### src/rtl/serial_tx_fifo.sv
// Serial transmitter fed by a small word FIFO: programmable bit period, optional
// start/stop framing, selectable bit order and a mid-bit companion clock.
module serial_tx_fifo #(
    parameter int unsigned DATA_W    = 32,
    parameter int unsigned DEPTH     = 4,
    parameter int unsigned DIV_W     = 8,
    parameter int unsigned DIV_RST   = 1,
    parameter int unsigned FRAMED    = 1,
    parameter int unsigned MSB_FIRST = 0
) (
    input  logic                       Clk,
    input  logic                       Reset,
    input  logic                       Sample,
    input  logic [DATA_W-1:0]          DataIn,
    input  logic                       StartTx,
    input  logic                       ConfigDiv,
    input  logic [DIV_W-1:0]           DivIn,
    input  logic                       ClrOvf,
    output logic                       Dout,
    output logic                       ClkTx,
    output logic                       TxBusy,
    output logic                       TxDone,
    output logic                       Empty,
    output logic                       Full,
    output logic [$clog2(DEPTH):0]     Level,
    output logic                       Overflow
);

    localparam int unsigned AW = $clog2(DEPTH);
    localparam int unsigned BW = $clog2(DATA_W);

    typedef enum logic [1:0] {
        IDLE  = 2'd0,
        START = 2'd1,
        DATA  = 2'd2,
        STOP  = 2'd3
    } state_e;

    state_e              state_q, state_d;
    logic [DIV_W-1:0]    div_q, div_d;
    logic [DIV_W-1:0]    cnt_q, cnt_d;
    logic [BW-1:0]       bit_q, bit_d;
    logic [DATA_W-1:0]   shift_q, shift_d;
    logic [DATA_W-1:0]   mem_q [DEPTH];
    logic [AW-1:0]       wr_q, wr_d, rd_q, rd_d;
    logic [AW:0]         level_q, level_d;
    logic                ovf_q, ovf_d;

    logic                empty_c, full_c, push_c, pop_c;
    logic                bit_end_c, frame_end_c, busy_c;
    logic [DIV_W:0]      half_c;

    assign empty_c   = (level_q == '0);
    assign full_c    = (level_q == (AW+1)'(DEPTH));
    assign busy_c    = (state_q != IDLE);
    assign bit_end_c = (cnt_q == div_q);
    assign half_c    = ((DIV_W+1)'(div_q) + (DIV_W+1)'(1)) >> 1;

    // Frame sequencer: bit timing, shifting, and pops at idle or frame end
    always_comb begin
        state_d     = state_q;
        cnt_d       = cnt_q;
        bit_d       = bit_q;
        shift_d     = shift_q;
        pop_c       = 1'b0;
        frame_end_c = 1'b0;

        if (busy_c) begin
            cnt_d = bit_end_c ? '0 : cnt_q + DIV_W'(1);
        end

        case (state_q)
            IDLE: begin
                cnt_d = '0;
                bit_d = '0;
                if (StartTx && !empty_c) begin
                    pop_c = 1'b1;
                end
            end
            START: begin
                if (bit_end_c) begin
                    state_d = DATA;
                end
            end
            DATA: begin
                if (bit_end_c) begin
                    shift_d = (MSB_FIRST != 0) ? (shift_q << 1) : (shift_q >> 1);
                    bit_d   = bit_q + BW'(1);
                    if (bit_q == BW'(DATA_W - 1)) begin
                        bit_d = '0;
                        if (FRAMED != 0) begin
                            state_d = STOP;
                        end else begin
                            frame_end_c = 1'b1;
                        end
                    end
                end
            end
            STOP: begin
                if (bit_end_c) begin
                    frame_end_c = 1'b1;
                end
            end
            default: state_d = IDLE;
        endcase

        if (frame_end_c) begin
            state_d = IDLE;
            if (StartTx && !empty_c) begin
                pop_c = 1'b1;
            end
        end

        if (pop_c) begin
            shift_d = mem_q[rd_q];
            state_d = (FRAMED != 0) ? START : DATA;
            cnt_d   = '0;
            bit_d   = '0;
        end
    end

    // FIFO bookkeeping, divider load and sticky overflow
    always_comb begin
        wr_d    = wr_q;
        rd_d    = rd_q;
        level_d = level_q;
        ovf_d   = ovf_q;
        div_d   = div_q;

        push_c = Sample && (!full_c || pop_c);

        if (push_c) begin
            wr_d = wr_q + AW'(1);
        end
        if (pop_c) begin
            rd_d = rd_q + AW'(1);
        end
        if (push_c && !pop_c) begin
            level_d = level_q + (AW+1)'(1);
        end else if (!push_c && pop_c) begin
            level_d = level_q - (AW+1)'(1);
        end

        if (ClrOvf) begin
            ovf_d = 1'b0;
        end
        if (Sample && full_c && !pop_c) begin
            ovf_d = 1'b1;
        end

        if (ConfigDiv && (state_q == IDLE)) begin
            div_d = (DivIn == '0) ? DIV_W'(1) : DivIn;
        end
    end

    always_ff @(posedge Clk or negedge Reset) begin
        if (!Reset) begin
            state_q <= IDLE;
            div_q   <= DIV_W'(DIV_RST);
            cnt_q   <= '0;
            bit_q   <= '0;
            shift_q <= '0;
            wr_q    <= '0;
            rd_q    <= '0;
            level_q <= '0;
            ovf_q   <= 1'b0;
        end else begin
            state_q <= state_d;
            div_q   <= div_d;
            cnt_q   <= cnt_d;
            bit_q   <= bit_d;
            shift_q <= shift_d;
            wr_q    <= wr_d;
            rd_q    <= rd_d;
            level_q <= level_d;
            ovf_q   <= ovf_d;
        end
    end

    // Storage needs no reset: occupancy is tracked by the pointers and level
    always_ff @(posedge Clk) begin
        if (push_c) begin
            mem_q[wr_q] <= DataIn;
        end
    end

    always_comb begin
        Dout = (FRAMED != 0);
        case (state_q)
            IDLE:    Dout = (FRAMED != 0);
            START:   Dout = 1'b0;
            DATA:    Dout = (MSB_FIRST != 0) ? shift_q[DATA_W-1] : shift_q[0];
            STOP:    Dout = 1'b1;
            default: Dout = (FRAMED != 0);
        endcase
    end

    assign ClkTx    = busy_c && ((DIV_W+1)'(cnt_q) >= half_c);
    assign TxBusy   = busy_c;
    assign TxDone   = frame_end_c;
    assign Empty    = empty_c;
    assign Full     = full_c;
    assign Level    = level_q;
    assign Overflow = ovf_q;

endmodule

### config.mk
export PLATFORM = sky130hd
export DESIGN_NAME = serial_tx_fifo
export DESIGN_NICKNAME = d
export VERILOG_FILES = /design/src/rtl/serial_tx_fifo.sv
export SDC_FILE = /design/constraint.sdc
export NUM_CORES = 1
export LEC_CHECK = 0
export ABC_AREA = 1
export CAP_MARGIN = 5
export CORE_MARGIN = 1
export CORE_UTILIZATION = 40
export CTS_BUF_LIST = sky130_fd_sc_hd__clkbuf_4 sky130_fd_sc_hd__clkbuf_8 sky130_fd_sc_hd__clkbuf_16
export CTS_CLUSTER_DIAMETER = 80
export DETAILED_ROUTE_END_ITERATION = 10
export SLEW_MARGIN = 5
export SYNTH_ARGS = -nofsm -noshare
export SYNTH_HDL_FRONTEND = slang
export SYNTH_SLANG_ARGS = --single-unit
export TNS_END_PERCENT = 30
### constraint.sdc
create_clock -name Clk -period 9.2 [get_ports Clk]
set_input_delay 0.92 -clock Clk [delete_from_list [all_inputs] [get_ports Clk]]
set_output_delay 0.92 -clock Clk [all_outputs]
set_load 0.01 [all_outputs]
# Yosys cells after proc, flatten, opt, wreduce, memory -nomap -nowiden
# Memory sizes are Yosys's and may differ from the RTL's.
# Cells that the tools add are included.
# classes
n_bitwise	0
eq_ne	10
mul	0
div_mod_pow	0
n_reduce_logical	28
addsub	7
muxes	31
n_shift	0
order_cmp	1
# ops
operator	count
32-bit two-way mux	3
8-bit two-way mux	5
5-bit two-way mux	3
4-bit inequality test, second input constant	3
1-bit two-way mux	10
2-bit two-way mux	5
5-bit one-hot mux with 2 select lines	1
2-bit nonzero test	5
8-bit by 1-bit adder with 9-bit output, second input constant	1
8-bit by 1-bit adder with 8-bit output, second input constant	1
8-bit equality test	1
8-bit greater-or-equal comparator	1
1-bit logical AND	8
8-bit zero test	1
3-bit two-way mux	2
3-bit nonzero test	2
5-bit by 1-bit adder with 5-bit output, second input constant	1
5-bit equality test, second input constant	1
2-bit by 1-bit adder with 2-bit output, second input constant	2
2-bit equality test, second input constant	2
1-bit zero test	4
2-bit one-hot mux with 2 select lines	1
2-bit AND reduction	2
4-bit AND reduction	1
other kinds (11)	11
# totals
romBits	0
mem_bits_rw	128
wordCells	87
mem_count	1
inputBits	46
latch_bits	0
reg_bits	63
output_inout_bits	10
# mem_list
name	depth	word_bits	read_ports	rd_ports_with_merged_regs	wr	line	rtl
mem_q	4	32	1	0	1	44	logic [DATA_W-1:0] mem_q [DEPTH];

# Logic depth before layout (Yosys ltp)
# depth
depth_word	13
mapped_depth	16

# Least setup slack after synthesis
# No wires, ideal clock.
# synth_timing
path_type	input-to-reg
from	in StartTx
to	mem mem_q[0][0] (enable)
t_required_ns	8.779
path_slack_ns	5.751
path_buffers	1
setup_ns	0.421
stages	7
arrival_ns	3.027
path_cell_list	inv_1 nor2_2 nand2_1 buf_4 nand3_1 nand2_1 nor2_1
# synth_via
elab_chain_len	9
# synth_rtl
element	line	rtl
from (decl)	15	input logic StartTx,
1-bit logical AND *	76, 109	
1-bit two-way mux	76	if (StartTx && !empty_c) begin
1-bit two-way mux	72	case (state_q)
1-bit two-way mux	109	if (StartTx && !empty_c) begin
1-bit two-way mux *	107	if (frame_end_c) begin
1-bit logical OR *	130	push_c = Sample && (!full_c || pop_c);
1-bit logical AND *	130	
1-bit two-way mux *	182	if (push_c) begin
1-bit two-way mux (implied by the code) *	183	mem_q[wr_q] <= DataIn;
to (decl)	44	
# Every way passes the cells marked *; elsewhere a longest branch is shown, timed or not.

# Final worst setup path
# layout_timing
from	reg div_q[0]
to	out ClkTx
# layout_via
elab_chain_len	3
# layout_rtl
element	line	rtl
from (decl)	40	logic [DIV_W-1:0] div_q, div_d;
from (signal assigned)	159	div_q <= DIV_W'(DIV_RST);
from (signal assigned)	169	div_q <= div_d;
8-bit by 1-bit adder with 9-bit output	57	assign half_c = ((DIV_W+1)'(div_q) + (DIV_W+1)'(1)) >> 1;
8-bit greater-or-equal comparator	198	assign ClkTx = busy_c && ((DIV_W+1)'(cnt_q) >= half_c);
1-bit logical AND	198	
to (decl)	20	output logic ClkTx,
# No other way between the ends.

==> flow_summary.toml <==
[sta]
setup_tns_ps = 0
post-route-period-util_pct = 44.7
tightest_slew_ps = 1080
post-route-min-period_ps = 4110
relSlewSlack_pct = 28.1
worst_clock_skew_ps = 14.8
setup_ws_ps = 5090
fmaxAchievable_mhz = 243
finalHoldViolCount = 0
final_max_slew_viol_count = 0
finalSetupViolCount = 0
rsz0062_at_grt = "false"

[floorplan]
core-area_sq_um = 21000
std_cell_rows = 53
die_area_sq_um = 22100
initial_core_util_pct = 40.9
io_pins = 56
die_h_um = 149
die_w_um = 149

[worst_setup_path]
crit_start = "div_q[0]"
slowest_stage = "dfstp_2"
endpoint_kind = "primary output"
timing.rr.start = "Level[0]"
cp.arrival_ps = 3190
critPathKind = "register to primary output"
crit_family = "simple AND/OR/NAND/NOR gates"
cp_max_fo = 5
start_kind = "register"
crit_required_ps = 8280
slowest_delay_ps = 580
cp_num_buf_inv = 2
cp_cell_sequence = "ha_1 > nand3_1 > nor3_1 > nand3_1 > ha_1 > nand2_1 > nor2_1 > nand4_1 > o2111ai_1 > nand2_1 > inv_1 > clkdlybuf4s50_1"

[power]
ir_worst_vdd_mv = 0.166
p_comb_share_pct = 34.1
sw_frac_of_total_pct = 38.1
fin_total_pwr_mw = 3.01
p_leak_nw = 4.13
p_per_area_nw_per_um2 = 303
intPower_mw = 1.87
pwr-share-clk_pct = 24.4
p_switching_mw = 1.15
sequentialPowerShare_pct = 41.5

[run]
cap_violations = 0

[route]
viasPerCell = 4.94
detail-route-antenna-nets = 0
wirelength_mm = 17.4
drt-initial-drc-count = 365
routedWlPerCell_um = 14.7
num_vias = 5848
drc = 0
drt_pass1_iterations = 5

[grt]
grt_pass1_vias = 5522
grt_pass1_wl_mm = 28.4
track_usage_pct = 16.8
grt_max_degree = 68
grt_overflow_total = 0
antenna_found_initial = 0

[synth]
synth_flop_cell = "edfxtp_1"
synth_area_sq_um = 8590
netlist_top_cells_count = "nand2_1, edfxtp_1, nor2_1, o21ai_0, dfrtp_1"
syn_nets = 922
synth_seq_cells = 191
synthMostInstantiatedCell = "nand2_1"
synth_top_area_cell = "edfxtp_1"
synth_cell_types = 36
synth-edff-count = 128
syn_inst = 852
yosysWarnings = 0
synth.avg_cell_area_sq_um = 10.1
synth.top_cell.area_share_pct = 44.7
yosysSeqAreaShare_pct = 63.1
synthArstFlopShare_pct = 33.0
ys_top_cells_by_area = "edfxtp_1, dfrtp_1, nand2_1, nor2_1, o21ai_0"

[layout]
n_antenna_cell = 0
nets = 966
area_growth_pct = 15.8
layout-drive-gt1-share_pct = 6.49

[clock_network]
clk_pin_slew_ps = 70
cts_tree = "yes"
numCtsBuffers = 17
hold_buffers = 0
post_cts_buffers = 0
clock_path_buffers = 2
cts_resized = 0
cts-htree-levels = 4
numClockSinks = 191
insertion_delay_ps = 440
cts-root-buf = "clkbuf_16"

[place]
numPortBuffers = 55
place.gp.congestion = 0.808
place_ws_ps = 4990
dp_hpwl_mm = 10.4

[hold_path]
hold_class = "register to register"
hp-start = "shift_q[24]"

[status]
outcome = "finished, final reports clean"
==> through the flow <==
step	instances	utilization, %	area, sq um	hold slack (ps)
floorplan	852	-	8590	443
global route	1184	47.3	9940	497
detailed placement	1152	44.5	9350	466
finish	1184	47.3	9940	484
global placement	1152	44.5	9350	462
CTS	1184	47.3	9940	486
==> final cells by class <==
cell class,count,area [sq um]
Fill cell,1950,11100
Sequential cell,191,5420
Multi-Input combinational cell,564,2760
Timing Repair Buffer,63,606
Clock buffer,18,433
Tap cell,275,344
Inverter,59,221
Clock inverter,14,159
==> cell families (layout without fill, tap and decap cells) <==
kind of cell | count (synthesis) | after routing | share of synthesized area [%]
compound gates | 120 | 120 | 7.54
xor+xnor | 15 | 15 | 1.62
fa+ha+maj | 24 | 24 | 3.58
buf+inv | 97 | 154 | 4.89
flops | 191 | 191 | 63.1
mux | 1 | 1 | 0.131
simple gates | 404 | 404 | 19.1
==> registers in the layout, summed over array words and instances, names as in the netlist <==
| signal | cells |
|---|---|
| div_q | 8 |
| mem_q | 128 |
| Overflow | 1 |
| rd_q | 2 |
| bit_q | 5 |
| cnt_q | 8 |
| shift_q | 32 |
| Level | 3 |
| state_q | 2 |
| wr_q | 2 |
==> final timing paths <==
| path | to | slack (ps) | depth (start not counted) |
|---|---|---|---|
| max in group asynchronous | rd_q[0] | 7950 | 2 |
| worst min-delay path | shift_q[24] | 480 | 2 |
| worst max register to register | shift_q[6] | 5560 | 10 |
| worst max-delay path | ClkTx | 5090 | 12 |
| worst min register to register | shift_q[24] | 480 | 2 |
| min in group asynchronous | wr_q[1] | 670 | 2 |
==> layer usage <==
metal	track usage [%]	share of wire, %	vias to the layer above
met5	0	0	-
met4	4.74	1.1	0
met3	3.68	4.8	20
met2	26.9	46	128
met1	23.1	48	2752
li1	-	-	2948
==> worst register-to-register path: cells and delay by family (launching register included) <==
kind / cells / cell delay [ps]
and+or+nand+nor: 9 / 2510
buffers and inverters: 1 / 630
DFF: 1 / 440
==> power groups by stage <==
stage	logic [mW]	clock network, mW	registers [mW]
finish	1.03	0.734	1.25
global route	1.18	0.781	1.28
CTS	1.04	0.749	1.25
detailed placement	1.04	0	1.27
global placement	1.02	0	1.27
floorplan	0.748	0	1.25
==> cell usage in the layout (no fill, tap or decap), types with 2 or more instances in the layout <==
| master | synthesis | routed |
|---|---|---|
| nand2_1 | 221 | 221 |
| edfxtp_1 | 128 | 128 |
| nor2_1 | 120 | 116 |
| o21ai_0 | 74 | 74 |
| dfrtp_1 | 62 | 61 |
| inv_1 | 57 | 57 |
| clkdlybuf4s50_1 | 0 | 54 |
| nand3_1 | 40 | 40 |
| o22ai_1 | 32 | 32 |
| ha_1 | 23 | 23 |
| clkbuf_16 | 0 | 17 |
| a21oi_1 | 11 | 11 |
| xor2_1 | 10 | 10 |
| buf_4 | 5 | 8 |
| nor2_2 | 2 | 6 |
| nand4_1 | 6 | 6 |
| nor3_1 | 4 | 4 |
| xnor2_1 | 4 | 4 |
| inv_6 | 0 | 4 |
| inv_8 | 0 | 4 |
| clkinv_8 | 0 | 3 |
| inv_2 | 2 | 2 |
| nand2_2 | 2 | 2 |
| nor3b_1 | 2 | 2 |
Note: power is estimated with default switching activity, not from simulation.
